**config.mk**
```make
export PLATFORM = sky130hd
export DESIGN_NAME = dmem_arbiter
export DESIGN_NICKNAME = d
export VERILOG_FILES = /design/src/rtl/dmem_pkg.sv /design/src/rtl/rr_arb2.sv /design/src/rtl/dmem_arbiter.sv
export SDC_FILE = /design/constraint.sdc
export NUM_CORES = 1
export LEC_CHECK = 0
export BUFFER_PORTS_ARGS = -buffer_cell sky130_fd_sc_hd__buf_4
export CAP_MARGIN = 10
export CORE_AREA = 3 3 115 117
export DETAILED_ROUTE_END_ITERATION = 10
export DIE_AREA = 0 0 118 120
export GPL_ROUTABILITY_DRIVEN = 0
export GPL_TIMING_DRIVEN = 0
export PLACE_DENSITY = 0.53
export SYNTH_ARGS = -nofsm -noshare
export SYNTH_HDL_FRONTEND = slang
export SYNTH_SLANG_ARGS = --single-unit
export TNS_END_PERCENT = 5
```
**constraint.sdc**
```tcl
create_clock -name clk -period 3.6 [get_ports clk]
set_input_delay 0.18 -clock clk [delete_from_list [all_inputs] [get_ports clk]]
set_output_delay 0.18 -clock clk [all_outputs]
set_load 0.02 [all_outputs]
```
**src/rtl/dmem_pkg.sv**
```systemverilog
// Shared types and default constants for the data-memory arbiter slice.
//   region_e : decoded target of a bus access (RAM, GPIO register, or unmapped)
//   mid_t    : master identifier (0 = CPU data port, 1 = loader/DMA port)
//   DEF_*    : default parameter values used by dmem_arbiter and rr_arb2
package dmem_pkg;

    localparam int REGION_W = 2;

    typedef enum logic [REGION_W-1:0] {
        REG_RAM  = 2'd0,
        REG_GPIO = 2'd1,
        REG_NONE = 2'd2
    } region_e;

    typedef logic mid_t;

    localparam int DEF_AW          = 32;
    localparam int DEF_DW          = 32;
    localparam int DEF_REGION_LSB  = 10;
    localparam int DEF_RAM_REGION  = 0;
    localparam int DEF_GPIO_REGION = 1;
    localparam int DEF_MAX_HOLD    = 16;

endpackage

```
**src/rtl/rr_arb2.sv**
```systemverilog
// Two-way round-robin arbiter with bounded bus lock.
//   clk, rst  : clock and asynchronous active-high reset
//   req_i[1:0]  : per-master request
//   lock_i[1:0] : per-master lock (only meaningful together with req)
//   gnt_o[1:0]  : one-hot grant, combinational, forced 0 during reset
//   winner_o    : id of the granted master (0 when nobody is granted)
// A locked owner keeps the bus across beats, but after MAX_HOLD consecutive
// locked beats with the other master waiting, the other master gets one beat.
module rr_arb2
    import dmem_pkg::*;
#(
    parameter int MAX_HOLD = DEF_MAX_HOLD
) (
    input  logic       clk,
    input  logic       rst,
    input  logic [1:0] req_i,
    input  logic [1:0] lock_i,
    output logic [1:0] gnt_o,
    output mid_t       winner_o
);

    localparam int HW = $clog2(MAX_HOLD + 1);

    mid_t          last_winner_q, last_winner_d;
    mid_t          owner_q, owner_d;
    logic          lock_q, lock_d;
    logic [HW-1:0] hold_q, hold_d;

    logic lock_active;
    logic hold_full;
    logic accept;
    mid_t other;
    mid_t loser;

    // Grant selection
    always_comb begin
        gnt_o       = 2'b00;
        winner_o    = 1'b0;
        other       = ~owner_q;
        // The lock only holds while the owner still presents req and lock.
        lock_active = lock_q && req_i[owner_q] && lock_i[owner_q];
        hold_full   = (hold_q == HW'(MAX_HOLD));
        if (rst) begin
            gnt_o    = 2'b00;
            winner_o = 1'b0;
        end else if (lock_active) begin
            if (req_i[other] && hold_full) begin
                winner_o = other;
            end else begin
                winner_o = owner_q;
            end
            gnt_o[winner_o] = 1'b1;
        end else if (req_i[0] && req_i[1]) begin
            winner_o        = ~last_winner_q;
            gnt_o[winner_o] = 1'b1;
        end else if (req_i[0]) begin
            winner_o = 1'b0;
            gnt_o    = 2'b01;
        end else if (req_i[1]) begin
            winner_o = 1'b1;
            gnt_o    = 2'b10;
        end
    end

    // Next-state for round-robin pointer, lock ownership and hold counter
    always_comb begin
        accept        = |gnt_o;
        loser         = ~winner_o;
        last_winner_d = last_winner_q;
        owner_d       = owner_q;
        lock_d        = 1'b0;
        hold_d        = '0;
        if (accept) begin
            last_winner_d = winner_o;
            if (lock_i[winner_o]) begin
                lock_d  = 1'b1;
                owner_d = winner_o;
                if (lock_q && (owner_q == winner_o)) begin
                    // Continuing locked run: count beats the other side waited.
                    hold_d = hold_q;
                    if (req_i[loser] && !hold_full) begin
                        hold_d = hold_q + HW'(1);
                    end
                end else begin
                    // First beat of a new lock run already counts if someone waits.
                    hold_d = req_i[loser] ? HW'(1) : '0;
                end
            end
        end
    end

    always_ff @(posedge clk or posedge rst) begin
        if (rst) begin
            last_winner_q <= 1'b1;
            owner_q       <= 1'b0;
            lock_q        <= 1'b0;
            hold_q        <= '0;
        end else begin
            last_winner_q <= last_winner_d;
            owner_q       <= owner_d;
            lock_q        <= lock_d;
            hold_q        <= hold_d;
        end
    end

endmodule

```
**src/rtl/dmem_arbiter.sv**
```systemverilog
// Two-master arbiter and address decoder for the data RAM and GPIO register.
//   clk, rst                 : clock, asynchronous active-high reset
//   mN_req_i/lock_i          : request / keep-grant from master N (0 = CPU, 1 = DMA)
//   mN_addr_i/wr_i/wdata_i   : byte address, byte enables (0 = read), write data
//   mN_gnt_o                 : access accepted this cycle (combinational)
//   mN_rvalid_o / mN_err_o   : read return one cycle after accept; err marks unmapped
//   m_rdata_o                : shared read data, qualified by mN_rvalid_o
//   ram_*                    : single-port synchronous RAM interface
//   gpio_*                   : GPIO register write strobe/data and current value
module dmem_arbiter
    import dmem_pkg::*;
#(
    parameter int AW          = DEF_AW,
    parameter int DW          = DEF_DW,
    parameter int REGION_LSB  = DEF_REGION_LSB,
    parameter int RAM_REGION  = DEF_RAM_REGION,
    parameter int GPIO_REGION = DEF_GPIO_REGION,
    parameter int MAX_HOLD    = DEF_MAX_HOLD
) (
    input  logic          clk,
    input  logic          rst,
    input  logic          m0_req_i,
    input  logic          m0_lock_i,
    input  logic [AW-1:0] m0_addr_i,
    input  logic [3:0]    m0_wr_i,
    input  logic [DW-1:0] m0_wdata_i,
    output logic          m0_gnt_o,
    output logic          m0_rvalid_o,
    output logic          m0_err_o,
    input  logic          m1_req_i,
    input  logic          m1_lock_i,
    input  logic [AW-1:0] m1_addr_i,
    input  logic [3:0]    m1_wr_i,
    input  logic [DW-1:0] m1_wdata_i,
    output logic          m1_gnt_o,
    output logic          m1_rvalid_o,
    output logic          m1_err_o,
    output logic [DW-1:0] m_rdata_o,
    output logic          ram_en_o,
    output logic [3:0]    ram_wr_o,
    output logic [AW-1:0] ram_addr_o,
    output logic [DW-1:0] ram_wdata_o,
    input  logic [DW-1:0] ram_rdata_i,
    output logic          gpio_we_o,
    output logic [7:0]    gpio_wdata_o,
    input  logic [7:0]    gpio_rdata_i
);

    localparam int RW = AW - REGION_LSB;
    localparam logic [RW-1:0] RAM_SEL  = RW'(RAM_REGION);
    localparam logic [RW-1:0] GPIO_SEL = RW'(GPIO_REGION);

    logic [1:0]    gnt;
    mid_t          winner;
    logic          accept;
    logic [AW-1:0] w_addr;
    logic [3:0]    w_wr;
    logic [DW-1:0] w_wdata;
    logic [RW-1:0] w_region_bits;
    region_e       w_region;
    logic          w_is_read;

    // Pending-return register: one outstanding read (or unmapped-write error)
    logic    rd_valid_q, rd_valid_d;
    logic    wr_err_q, wr_err_d;
    mid_t    mid_q, mid_d;
    region_e region_q, region_d;

    rr_arb2 #(
        .MAX_HOLD (MAX_HOLD)
    ) u_arb (
        .clk      (clk),
        .rst      (rst),
        .req_i    ({m1_req_i, m0_req_i}),
        .lock_i   ({m1_lock_i, m0_lock_i}),
        .gnt_o    (gnt),
        .winner_o (winner)
    );

    assign m0_gnt_o = gnt[0];
    assign m1_gnt_o = gnt[1];
    assign accept   = |gnt;

    // Winner mux and region decode
    always_comb begin
        w_addr        = winner ? m1_addr_i  : m0_addr_i;
        w_wr          = winner ? m1_wr_i    : m0_wr_i;
        w_wdata       = winner ? m1_wdata_i : m0_wdata_i;
        w_region_bits = w_addr[AW-1:REGION_LSB];
        w_is_read     = (w_wr == 4'b0000);
        if (w_region_bits == RAM_SEL) begin
            w_region = REG_RAM;
        end else if (w_region_bits == GPIO_SEL) begin
            w_region = REG_GPIO;
        end else begin
            w_region = REG_NONE;
        end
    end

    // Slave strobes
    always_comb begin
        ram_en_o     = accept && (w_region == REG_RAM);
        ram_wr_o     = ram_en_o ? w_wr : 4'b0000;
        ram_addr_o   = w_addr;
        ram_wdata_o  = w_wdata;
        // GPIO is a single byte register; only lane 0 can write it.
        gpio_we_o    = accept && (w_region == REG_GPIO) && w_wr[0];
        gpio_wdata_o = w_wdata[7:0];
    end

    always_comb begin
        rd_valid_d = accept && w_is_read;
        wr_err_d   = accept && !w_is_read && (w_region == REG_NONE);
        mid_d      = winner;
        region_d   = w_region;
    end

    always_ff @(posedge clk or posedge rst) begin
        if (rst) begin
            rd_valid_q <= 1'b0;
            wr_err_q   <= 1'b0;
            mid_q      <= 1'b0;
            region_q   <= REG_NONE;
        end else begin
            rd_valid_q <= rd_valid_d;
            wr_err_q   <= wr_err_d;
            mid_q      <= mid_d;
            region_q   <= region_d;
        end
    end

    // Return path
    always_comb begin
        m0_rvalid_o = rd_valid_q && (mid_q == 1'b0);
        m1_rvalid_o = rd_valid_q && (mid_q == 1'b1);
        m0_err_o    = (rd_valid_q || wr_err_q) && (region_q == REG_NONE) && (mid_q == 1'b0);
        m1_err_o    = (rd_valid_q || wr_err_q) && (region_q == REG_NONE) && (mid_q == 1'b1);
        m_rdata_o   = '0;
        if (rd_valid_q) begin
            case (region_q)
                REG_RAM:  m_rdata_o = ram_rdata_i;
                REG_GPIO: m_rdata_o = {{(DW-8){1'b0}}, gpio_rdata_i};
                default:  m_rdata_o = '0;
            endcase
        end
    end

endmodule

```
==> key figures, run 1 <==
Outcome
  – Status: completed

Global routing
  – Pin count of the biggest net entering global routing: 15
  – First-pass GRT wire length: 19.0 mm
  – Tot GR Track Use: 16.8%
  – Grt total ovfl: 0
  – Vias in the first global route: 3405
  – Initial antenna violation count: 0

Clocking
  – H-tree Lvls: 1
  – # hold bufs at CTS: 0
  – CTS clk-pin slew, worst paths: 50 ps
  – Root Buffer: clkbuf_16
  – Post_cts resized: 0
  – Worst-Skew Late Latency: between 200 and 250 ps
  – Setup bufs post-CTS: 0
  – TritonCTS clock tree: yes
  – Inserted Clock Buffers: 3
  – Clock sinks: 13
  – Max clock buf depth: 2

Place
  – Pre-CTS WS: 770 ps
  – PortBufs: roughly 300
  – HPWL after DPL: 11.2 mm

Logic synthesis
  – #FFs+latches synth: 13
  – Yosys cell types: 44
  – Count leader, synth: mux2_2
  – Post-Syn Nets: between 400 and 500
  – Commonest cells post-synth: 64 x mux2_2, 25 x and2_1, 23 x nor2_1, 13 x mux2i_1, 12 x nand2_1
  – Post-Syn Area per Cell: between 8 and 9 um^2
  – Post-synth EDFFs: 0
  – Dominant synthesized flop cell: dfrtp_1
  – Top cells by area in the synthesized netlist: mux2_2 33%, dfrtp_1 12%, and2_1 7.1%
  – Synth area leader: mux2_2
  – Sequential fraction of the synthesis area: 14.8%
  – Post-synthesis async set-or-reset flop share: 100%
  – Yosys warning count: 0
  – Top-area cell type share of the netlist area: 32.5%
  – Post-synthesis cell area: 2210 um^2
  – Cell count after synthesis: 263

Route
  – Iter 0 DRT Violations: 49
  – Drt pass-1 iters: 4
  – Remaining DRCs: 0
  – Detailed-route via count: 3192
  – Vias per inst: 4.34
  – Routed WL: 12.5 mm
  – Post-route ant nets: 0
  – Per-cell routed wire length: 17.0 um

Pwr
  – Clk pwr share: between 20% and 30%
  – Internal Power: ~670 uW
  – Pwr Density: 224 nW/um^2
  – Leak: 0.00235 uW
  – Switching Power: 393 uW
  – Switching Fraction: 37.1%
  – Peak supply drop: 0.118 mV
  – Flop pwr share: 15.7%
  – Combinational power share: 64.2%

Worst setup path
  – Slowest CP cell: dfrtp_1
  – CP endpoint kind: output pin
  – FF-to-FF Start: u_arb.hold_q[0]
  – Crit path cell chain: inv_1 -> ha_1 -> and4bb_4 -> a31oi_1 -> a31oi_1 -> buf_2 -> buf_2 -> mux2_2 -> buf_4 -> buf_4
  – Worst reg-to-reg setup slack: 1080 ps
  – Delay-heaviest family, CP: buffers and inverters
  – WP data arrival: around 2900 ps
  – Crit Path Category: flip-flop to output pin
  – Crit path buffers/inverters: 5
  – Critical Path Max Stage Delay: a little over 400 ps
  – R2R depth: 8
  – Crit path max fanout: 10
  – CP required: 3420 ps
  – Worst R2R End: u_arb.hold_q[0]
  – Nature of the critical path startpoint: flip-flop

Timing
  – Setup TNS: 0 ps
  – Relative slew margins: around 53%
  – RSZ-0062 raised after global routing: no
  – Final worst path period share: 84.5%
  – Worst slew pin tran: 704 ps
  – Fmax: 329 MHz
  – Setup ws final: 557 ps
  – Final Max Slew Viols: 0
  – # setup viols final: 0
  – Clock skew: between 0.5 and 0.6 ps
  – Final Hold Fails: 0
  – Minimum clock period: just over 3000 ps

Cells and area
  – Share of cells above drive strength 1: between 70% and 80%
  – Syn-to-layout area delta: 114%
  – Final layout net count: 748
  – N_diodes: 0
  – FILL cells: between 1000 and 1500

Floorplan
  – Io pins: roughly 300
  – Die W: 118 um
  – Core box area: 12500 um^2
  – Die Area: 14200 um^2
  – Die height: 120 um
  – Starting Density: 17.8%
  – Num rows: 41

Run
  – Total of max-cap violations: 0

Worst hold path
  – HP Class: input port to async pin
-- power groups by stage --
stage	Sequential [uW]	Clock, uW	Combinational [uW]
6_report	166	213	680
3_5_place_dp	168	0	683
2_1_floorplan	166	0	336
5_1_grt	167	227	726
3_3_place_gp	167	0	680
4_1_cts	166	217	686
-- layout by cell type, fill, tap and decap left out, types with 4 or more instances in the layout --
master and count:
nor4_1 8, mux2_2 64, and2b_2 4, nand4_1 6
inv_1 9, buf_2 11, o21ai_0 6, buf_4 307
nor2_1 23, nand2_1 12, dfrtp_1 11, and2_1 25
clkbuf_1 4, mux2i_1 13, nand3_1 6
-- area by class of cell --
cell class	instances	area [um^2]	share of cell area (%)
buffer	26	153	3.23
timing repair buffer	296	2220	47.0
tap	172	215	4.55
sequential	13	328	6.93
clock inverter	1	5.00	0.106
multi-input combinational	215	1700	35.9
inverter	9	33.8	0.714
clock buffer	3	75.1	1.59
-- worst reg2reg max path: cells and delay by family, from the launching register on --
| kind | cells | cell delay, ps |
|---|---|---|
| multiplexers | 1 | 360 |
| buffers and inverters | 1 | 110 |
| AO/OA/AOI/OAI | 2 | 440 |
| AND/OR/NAND/NOR | 3 | 880 |
| flip-flops | 1 | 390 |
| adder cells (fa/ha/maj) | 1 | 220 |
-- registers in the layout, indices dropped and copies added, names as in the netlist --
| signal | count |
|---|---|
| mid_q | 1 |
| u_arb.lock_q | 1 |
| region_q | 2 |
| rd_valid_q | 1 |
| u_arb.hold_q | 5 |
| wr_err_q | 1 |
| u_arb.owner_q | 1 |
| u_arb.last_winner_q | 1 |
-- layer usage --
layer	share of wire, %	vias up	routed length (um)	global-route usage [%]
li1	-	1546	-	-
met1	36	1441	4480	17.7
met2	53	191	6600	32.7
met5	0	-	0	0
met3	9.8	14	1220	5.37
met4	1.6	0	195	3.66
-- worst max path at each step --
stage	cells past startpoint	startpoint	endpoint
4_1_cts	10	u_arb.hold_q[0]	ram_wdata_o[5]
6_report	10	u_arb.hold_q[0]	ram_wdata_o[5]
5_1_grt	10	u_arb.hold_q[0]	ram_wdata_o[4]
3_3_place_gp	10	u_arb.hold_q[0]	ram_wdata_o[0]
3_5_place_dp	10	u_arb.hold_q[0]	ram_wdata_o[5]
2_1_floorplan	9	u_arb.hold_q[0]	gpio_we_o
-- cells by family after synthesis --
family,synth area share [%]
multiplexers,38.4
flip-flops,14.8
AO/OA/AOI/OAI,7.46
buffers and inverters,8.42
adder cells (fa/ha/maj),1.13
XOR/XNOR,1.19
AND/OR/NAND/NOR,28.6
-- per-stage QoR --
| stage | utilization, % | total power, uW | hold slack, ps | cell area (um^2) | std cells |
|---|---|---|---|---|---|
| 4_1_cts | 38.0 | 1070 | 61.3 | 4730 | 735 |
| 6_report | 38.0 | 1060 | 47.0 | 4730 | 735 |
| 5_1_grt | 38.0 | 1120 | 115 | 4730 | 735 |
| 3_5_place_dp | 37.3 | 851 | 317 | 4650 | 731 |
| 3_3_place_gp | 37.3 | 847 | 315 | 4650 | 731 |
| 2_1_floorplan | - | 502 | 212 | 2210 | 263 |
No activity file was read; power rests on OpenSTA's default activity.
==> run 2: changes to the inputs <==
--- a/config.mk
+++ b/config.mk
@@ -12,7 +12,7 @@
 export DIE_AREA = 0 0 118 120
 export GPL_ROUTABILITY_DRIVEN = 0
 export GPL_TIMING_DRIVEN = 0
-export PLACE_DENSITY = 0.53
+export PLACE_DENSITY = 0.55
 export SYNTH_ARGS = -nofsm -noshare
 export SYNTH_HDL_FRONTEND = slang
 export SYNTH_SLANG_ARGS = --single-unit
==> constraint.sdc (replaced) <==
create_clock -name clk -period 2.78 [get_ports clk]
set_input_delay 0.139 -clock clk [delete_from_list [all_inputs] [get_ports clk]]
set_output_delay 0.139 -clock clk [all_outputs]
set_load 0.02 [all_outputs]
==> run 2 against run 1 <==
First-iteration DRC count is 86% higher. Non-clock buffer count increased by 4. Combinational power up 34%. Sequential cell count stayed put. Utilization is 0.90 points higher. Wire length barely moved. Sequential power grew 29%.
==> key figures, run 2 (same netlist as run 1, synthesis figures left out) <==
Worst setup path
  – CP endpoint kind: output pin (unchanged)
  – FF-to-FF Start: u_arb.hold_q[0] (unchanged)
  – Crit path max fanout: 10 (unchanged)
  – CP required: 2640 ps (was 3420 ps)
  – Worst R2R End: u_arb.hold_q[0] (unchanged)
  – WP data arrival: 2550 ps (was 2860 ps)
  – Crit Path Category: flip-flop to output pin (unchanged)
  – Worst reg-to-reg setup slack: 240 ps (was 1080 ps)
  – R2R depth: 8 (unchanged)
  – Nature of the critical path startpoint: flip-flop (unchanged)

Timing
  – Setup ws final: 86.5 ps (was 557 ps)
  – WHS: 1.51 ps (was 47.0 ps)
  – RSZ-0062 raised after global routing: yes (was no)
  – Final worst path period share: 96.9%
  – Worst slew pin tran: 640 ps (was 704 ps)
  – Clock skew: 3.65 ps (was 0.528 ps)
  – Final Max Slew Viols: 0 (unchanged)
  – Fmax: 371 MHz
  – Final Hold Fails: 0 (unchanged)
  – # setup viols final: 0 (unchanged)
  – Relative slew margins: 57.3% (was 53.1%)
  – Minimum clock period: about 2700 ps

Floorplan
  – Die Area: 14200 um^2 (unchanged)
  – Die W: 118 um (unchanged)
  – Io pins: 298 (unchanged)
  – Num rows: 41 (unchanged)
  – Starting Density: 17.8% (unchanged)
  – Die height: 120 um (unchanged)
  – Core box area: 12500 um^2 (unchanged)

Pwr
  – Peak supply drop: 0.153 mV (was 0.118 mV)
  – Pwr Density: 288 nW/um^2 (was 224 nW/um^2)
  – Leak: 0.00239 uW (was 0.00235 uW)

Clocking
  – Clock sinks: 13 (unchanged)
  – Inserted Clock Buffers: 3 (unchanged)
  – Worst-Skew Late Latency: 240 ps (about the same)
  – Root Buffer: clkbuf_16 (unchanged)
  – Max clock buf depth: 2 (unchanged)
  – CTS clk-pin slew, worst paths: 50 ps (about the same)
  – TritonCTS clock tree: yes (unchanged)
  – H-tree Lvls: 1 (unchanged)

Route
  – Drt pass-1 iters: 4 (unchanged)
  – Iter 0 DRT Violations: 91 (was 49)
  – Remaining DRCs: 0 (unchanged)
  – Vias per inst: 4.40 (was 4.34)
  – Detailed-route via count: 3254 (was 3192)
  – Post-route ant nets: 0 (unchanged)
  – Per-cell routed wire length: 16.9 um (was 17.0 um)
  – Routed WL: 12.5 mm (about the same)

Global routing
  – Vias in the first global route: 3454 (was 3405)
  – Tot GR Track Use: 16.4% (was 16.8%)
  – Initial antenna violation count: 0 (unchanged)
  – First-pass GRT wire length: 18.7 mm (was 19.0 mm)
  – Pin count of the biggest net entering global routing: 15 (unchanged)
  – Grt total ovfl: 0 (unchanged)

Cells and area
  – Most common cell after layout, fill and taps aside: buf_4 (unchanged)
  – Syn-to-layout area delta: 119% (was 114%)
  – Share of cells above drive strength 1: 71.4% (was 70.2%)
  – Max reg flops: 5 (unchanged)
  – N_diodes: 0 (unchanged)
  – Final layout net count: 752 (was 748)
  – Top Registers: u_arb.hold_q: 5 flops, region_q: 2 flops (unchanged)
  – Most frequent cells in the layout: 310 x buf_4, 64 x mux2_2, 25 x and2_1 (was 307 x buf_4, 64 x mux2_2, 25 x and2_1)
  – Reg with most FFs: u_arb.hold_q (unchanged)

Place
  – PortBufs: 296 (unchanged)
  – HPWL after DPL: 11.1 mm (was 11.2 mm)
  – Pre-CTS WS: -98.8 ps (was 770 ps)

Outcome
  – Status: completed (unchanged)

Worst hold path
  – HP Class: input port to async pin (unchanged)

Run
  – Total of max-cap violations: 0 (unchanged)
[run 2: cell types whose count changed in the layout (fill, tap and decap cells not counted), moves of 2 or more]
cell      change
buf_2         -8
a31oi_1       -2
clkbuf_4      +5
buf_4         +3
buf_6         +2
[run 2: worst max-delay path by stage]
stage,start,endpoint,slack [ps],cells after the start
detailed placement,u_arb.hold_q[0],ram_wdata_o[1],-100,10
global placement,u_arb.hold_q[0],ram_wdata_o[1],-90,10
floorplan,u_arb.hold_q[0],gpio_we_o,360,9
global route,u_arb.hold_q[0],ram_addr_o[20],-40,9
CTS,u_arb.hold_q[0],ram_addr_o[20],-10,9
finish,u_arb.hold_q[0],ram_addr_o[20],90,9
[run 2: power by group]
part	leakage, uW	total (uW)	switching [uW]	internal, uW
Combinational	0.00218	913	427	487
Sequential	0.000169	214	7.61	207
Clock	0.0000409	268	77.5	191
[run 2: routing by layer]
layer / routed length [um] / global-route usage (%) / vias up
li1: - / - / 1554
met2: 6620 / 32.7 / 193
met4: 267 / 4.25 / 0
met3: 1260 / 5.66 / 14
met5: 0 / 0 / -
met1: 4370 / 16.1 / 1493
[run 2: timing repair]
action,4_1_cts,5_1_grt
setup endpoints to repair,78,60
pin swaps,2,3
gates resized for setup,12,12
hold buffers,0,0
setup buffers,2,1
cloned,1,0
[run 2: area by class of cell]
type | count | area (um^2)
multi-input combinational | 215 | 1740
sequential | 13 | 328
inverter | 9 | 33.8
clock inverter | 1 | 5.00
clock buffer | 3 | 75.1
fill | 1287 | 7620
buffer | 26 | 200
tap | 172 | 215
timing repair buffer | 300 | 2250
[run 2: through the flow]
| stage | instances | instance area (um^2) | TNS (ps) | total power [uW] | util (%) |
|---|---|---|---|---|---|
| global placement | 731 | 4650 | -671 | 1100 | 37.3 |
| finish | 739 | 4840 | 0 | 1400 | 38.9 |
| CTS | 738 | 4810 | -69.7 | 1400 | 38.6 |
| detailed placement | 731 | 4650 | -966 | 1100 | 37.3 |
| floorplan | 263 | 2210 | 0 | 650 | - |
| global route | 739 | 4840 | -1060 | 1480 | 38.9 |
[run 2: worst max-delay path, stage by stage, from the launching register on]
cell and delay (ps):
dfrtp_1 390, inv_2 90, ha_1 170, and4bb_4 300, a31oi_2 140, a31oi_4 250, clkbuf_4 230, clkbuf_4 230
mux2_2 360, buf_4 160
==> run 3: changes to the inputs <==
--- a/config.mk
+++ b/config.mk
@@ -7,9 +7,10 @@
 export LEC_CHECK = 0
 export BUFFER_PORTS_ARGS = -buffer_cell sky130_fd_sc_hd__buf_4
 export CAP_MARGIN = 10
-export CORE_AREA = 3 3 115 117
+export CORE_AREA = 2 2 114 116
+export CTS_BUF_LIST = sky130_fd_sc_hd__clkbuf_8
 export DETAILED_ROUTE_END_ITERATION = 10
-export DIE_AREA = 0 0 118 120
+export DIE_AREA = 0 0 116 118
 export GPL_ROUTABILITY_DRIVEN = 0
 export GPL_TIMING_DRIVEN = 0
 export PLACE_DENSITY = 0.55
==> run 3 against run 2 <==
The flow now finishes with violations (negative hold slack). Via count fell by 1.1%. Global-route usage up 0.57 points. Register-to-register slack improved by 60 ps. Non-clock buffer count increased by 5. Critical path type unchanged. Largest cell class unchanged. Largest power group unchanged.
==> key figures, run 3 (same netlist as run 1, synthesis figures left out) <==
Clocking
  – Clock sinks: 13 (unchanged)
  – Max clock buf depth: 2 (unchanged)
  – TritonCTS clock tree: yes (unchanged)
  – # hold bufs at CTS: 0 (unchanged)
  – Inserted Clock Buffers: 3 (unchanged)
  – CTS clk-pin slew, worst paths: 60 ps (was 50 ps)
  – Root Buffer: clkbuf_8 (was clkbuf_16)
  – Worst-Skew Late Latency: 250 ps (was 240 ps)
  – H-tree Lvls: 1 (unchanged)

Route
  – Iter 0 DRT Violations: 69 (was 91)
  – Vias per inst: 4.33 (was 4.40)
  – Detailed-route via count: 3218 (was 3254)
  – Post-route ant nets: 0 (unchanged)
  – Per-cell routed wire length: 16.8 um (was 16.9 um)
  – Remaining DRCs: 0 (unchanged)
  – Drt pass-1 iters: 6 (was 4)
  – Routed WL: 12.5 mm (about the same)

Pwr
  – Pwr Density: 270 nW/um^2 (was 288 nW/um^2)
  – Switching Fraction: 39.1% (was 36.6%)
  – Flop pwr share: 16.2% (was 15.4%)
  – Leak: 0.00240 uW (was 0.00239 uW)
  – Internal Power: 801 uW (was 885 uW)
  – Clk pwr share: 13.4% (was 19.2%)
  – Total power: 1310 uW (was 1400 uW)
  – Switching Power: 514 uW (was 512 uW)
  – Combinational power share: 70.4% (was 65.4%)
  – Peak supply drop: 0.118 mV (was 0.153 mV)

Outcome
  – Status: finished with violations (was completed)
  – Failing checks: negative hold slack

Worst setup path
  – WP data arrival: 2520 ps (was 2550 ps)
  – CP startpoint: u_arb.hold_q[1] (was u_arb.hold_q[0])
  – Worst reg-to-reg setup slack: 300 ps (was 240 ps)
  – Worst R2R End: u_arb.hold_q[0] (unchanged)
  – Slowest CP cell: mux2_2 (was dfrtp_1)
  – Nature of the critical path startpoint: flip-flop (unchanged)
  – Crit path max fanout: 10 (unchanged)
  – R2R depth: 8 (unchanged)
  – Crit Path Category: flip-flop to output pin (unchanged)
  – Crit path cell chain: inv_1 -> ha_2 -> and4bb_4 -> a31oi_4 -> a31oi_4 -> buf_6 -> buf_4 -> mux2_2 -> buf_4 (was inv_2 -> ha_1 -> and4bb_4 -> a31oi_2 -> a31oi_4 -> clkbuf_4 -> clkbuf_4 -> mux2_2 -> buf_4)
  – CP endpoint kind: output pin (unchanged)
  – Critical Path Max Stage Delay: 410 ps (was 390 ps)
  – FF-to-FF Start: u_arb.hold_q[1] (was u_arb.hold_q[0])
  – CP required: 2640 ps (about the same)

Global routing
  – First-pass GRT wire length: 17.8 mm (was 18.7 mm)
  – Grt total ovfl: 0 (unchanged)
  – Initial antenna violation count: 0 (unchanged)
  – Tot GR Track Use: 17.0% (was 16.4%)
  – Vias in the first global route: 3283 (was 3454)
  – Met3 Use GR: 4.99% (was 5.66%)
  – Most Crowded Layer GR: met2 (unchanged)
  – Pin count of the biggest net entering global routing: 15 (unchanged)
  – GRT met2 Usage: 32.6% (was 32.7%)
  – Met1 GRT Util: 18.1% (was 16.1%)

Cells and area
  – Reg with most FFs: u_arb.hold_q (unchanged)
  – Max reg flops: 5 (unchanged)
  – Most frequent cells in the layout: 317 x buf_4, 64 x mux2_2, 25 x and2_1 (was 310 x buf_4, 64 x mux2_2, 25 x and2_1)
  – Share of cells above drive strength 1: 71.9% (was 71.4%)
  – Most common cell after layout, fill and taps aside: buf_4 (unchanged)
  – Top Registers: u_arb.hold_q: 5 flops, region_q: 2 flops (unchanged)
  – Final layout net count: 757 (was 752)
  – Syn-to-layout area delta: 120% (was 119%)
  – N_diodes: 0 (unchanged)

Worst hold path
  – HP Class: input port to async pin (unchanged)

Floorplan
  – Die Area: 13700 um^2 (was 14200 um^2)
  – Die height: 118 um (was 120 um)
  – Die W: 116 um (was 118 um)
  – Starting Density: 17.8% (about the same)
  – Io pins: 298 (unchanged)
  – Core box area: 12400 um^2 (was 12500 um^2)
  – Num rows: 41 (unchanged)

Timing
  – Worst slew pin tran: 630 ps (was 640 ps)
  – Fmax: 376 MHz (was 371 MHz)
  – Relative slew margins: 58.0% (was 57.3%)
  – Final Max Slew Viols: 0 (unchanged)
  – # setup viols final: 0 (unchanged)
  – Final Hold Fails: 11 (was 0)
  – Final worst path period share: 95.8% (was 96.9%)
  – Minimum clock period: 2660 ps (was 2690 ps)
  – Setup TNS: 0 ps (unchanged)
  – Clock skew: 1.51 ps (was 3.65 ps)
  – WHS: -7.67 ps (was 1.51 ps)

Place
  – PortBufs: 296 (unchanged)
  – HPWL after DPL: 11.0 mm (was 11.1 mm)

Run
  – Total of max-cap violations: 0 (unchanged)
-- run 3: changes by cell type in the layout (fill, tap and decap cells not counted) --
cell	delta
buf_4	+7
clkbuf_4	-4
clkbuf_8	+3
clkbuf_16	-2
a31oi_2	-1
a31oi_4	+1
buf_12	-1
buf_2	+1
buf_8	+1
ha_1	-1
ha_2	+1
-- run 3: routing by layer --
metal	up-vias	routed length (um)
li1	1566	-
met3	9	1310
met1	1461	4530
met2	182	6530
met4	0	116
met5	-	0
-- run 3: worst max-delay path by stage --
| stage | endpoint | depth (start not counted) |
|---|---|---|
| after floorplan | gpio_we_o | 9 |
| after global placement | ram_wdata_o[4] | 10 |
| after detailed placement | ram_wdata_o[1] | 10 |
| after CTS | ram_wdata_o[7] | 10 |
| after global routing | ram_wdata_o[5] | 10 |
| final | ram_addr_o[1] | 9 |
-- run 3: area by class of cell --
type / instances / area (um^2)
clock buffer: 3 / 41.3
inverter: 9 / 33.8
sequential: 13 / 328
clock inverter: 1 / 5.00
multi-input combinational: 215 / 1750
tap: 172 / 215
timing repair buffer: 305 / 2300
fill: 1304 / 7540
buffer: 26 / 195
-- run 3: what timing repair did --
item	in CTS	in global routing
pin swaps	1	3
cloned	1	1
hold endpoints to repair	0	0
setup endpoints to repair	77	50
buffers inserted	2	5
resized for setup	17	7
-- run 3: per-stage QoR --
stage	instances	cell area, um^2	hold slack (ps)	setup slack, ps	util, %
2_1_floorplan	263	2210	171	361	-
3_3_place_gp	731	4650	266	25.9	37.5
3_5_place_dp	731	4650	268	5.81	37.5
4_1_cts	738	4780	5.60	26.2	38.5
5_1_grt	744	4870	39.5	-11.2	39.2
6_report	744	4870	-7.67	117	39.2
-- run 3: critical path: cells and delay by family, from the launching register on --
family          cells  cell delay, ps
compound gates      2             360
buf+inv             4             630
fa+ha+maj           1             170
simple gates        1             300
flops               1             400
mux                 1             410
-- run 3: power by group through the flow --
stage | combinational (uW) | sequential, uW | clock, uW
floorplan | 435 | 215 | 0
global placement | 879 | 217 | 0
detailed placement | 885 | 217 | 0
CTS | 913 | 213 | 182
global route | 984 | 215 | 192
finish | 925 | 214 | 176
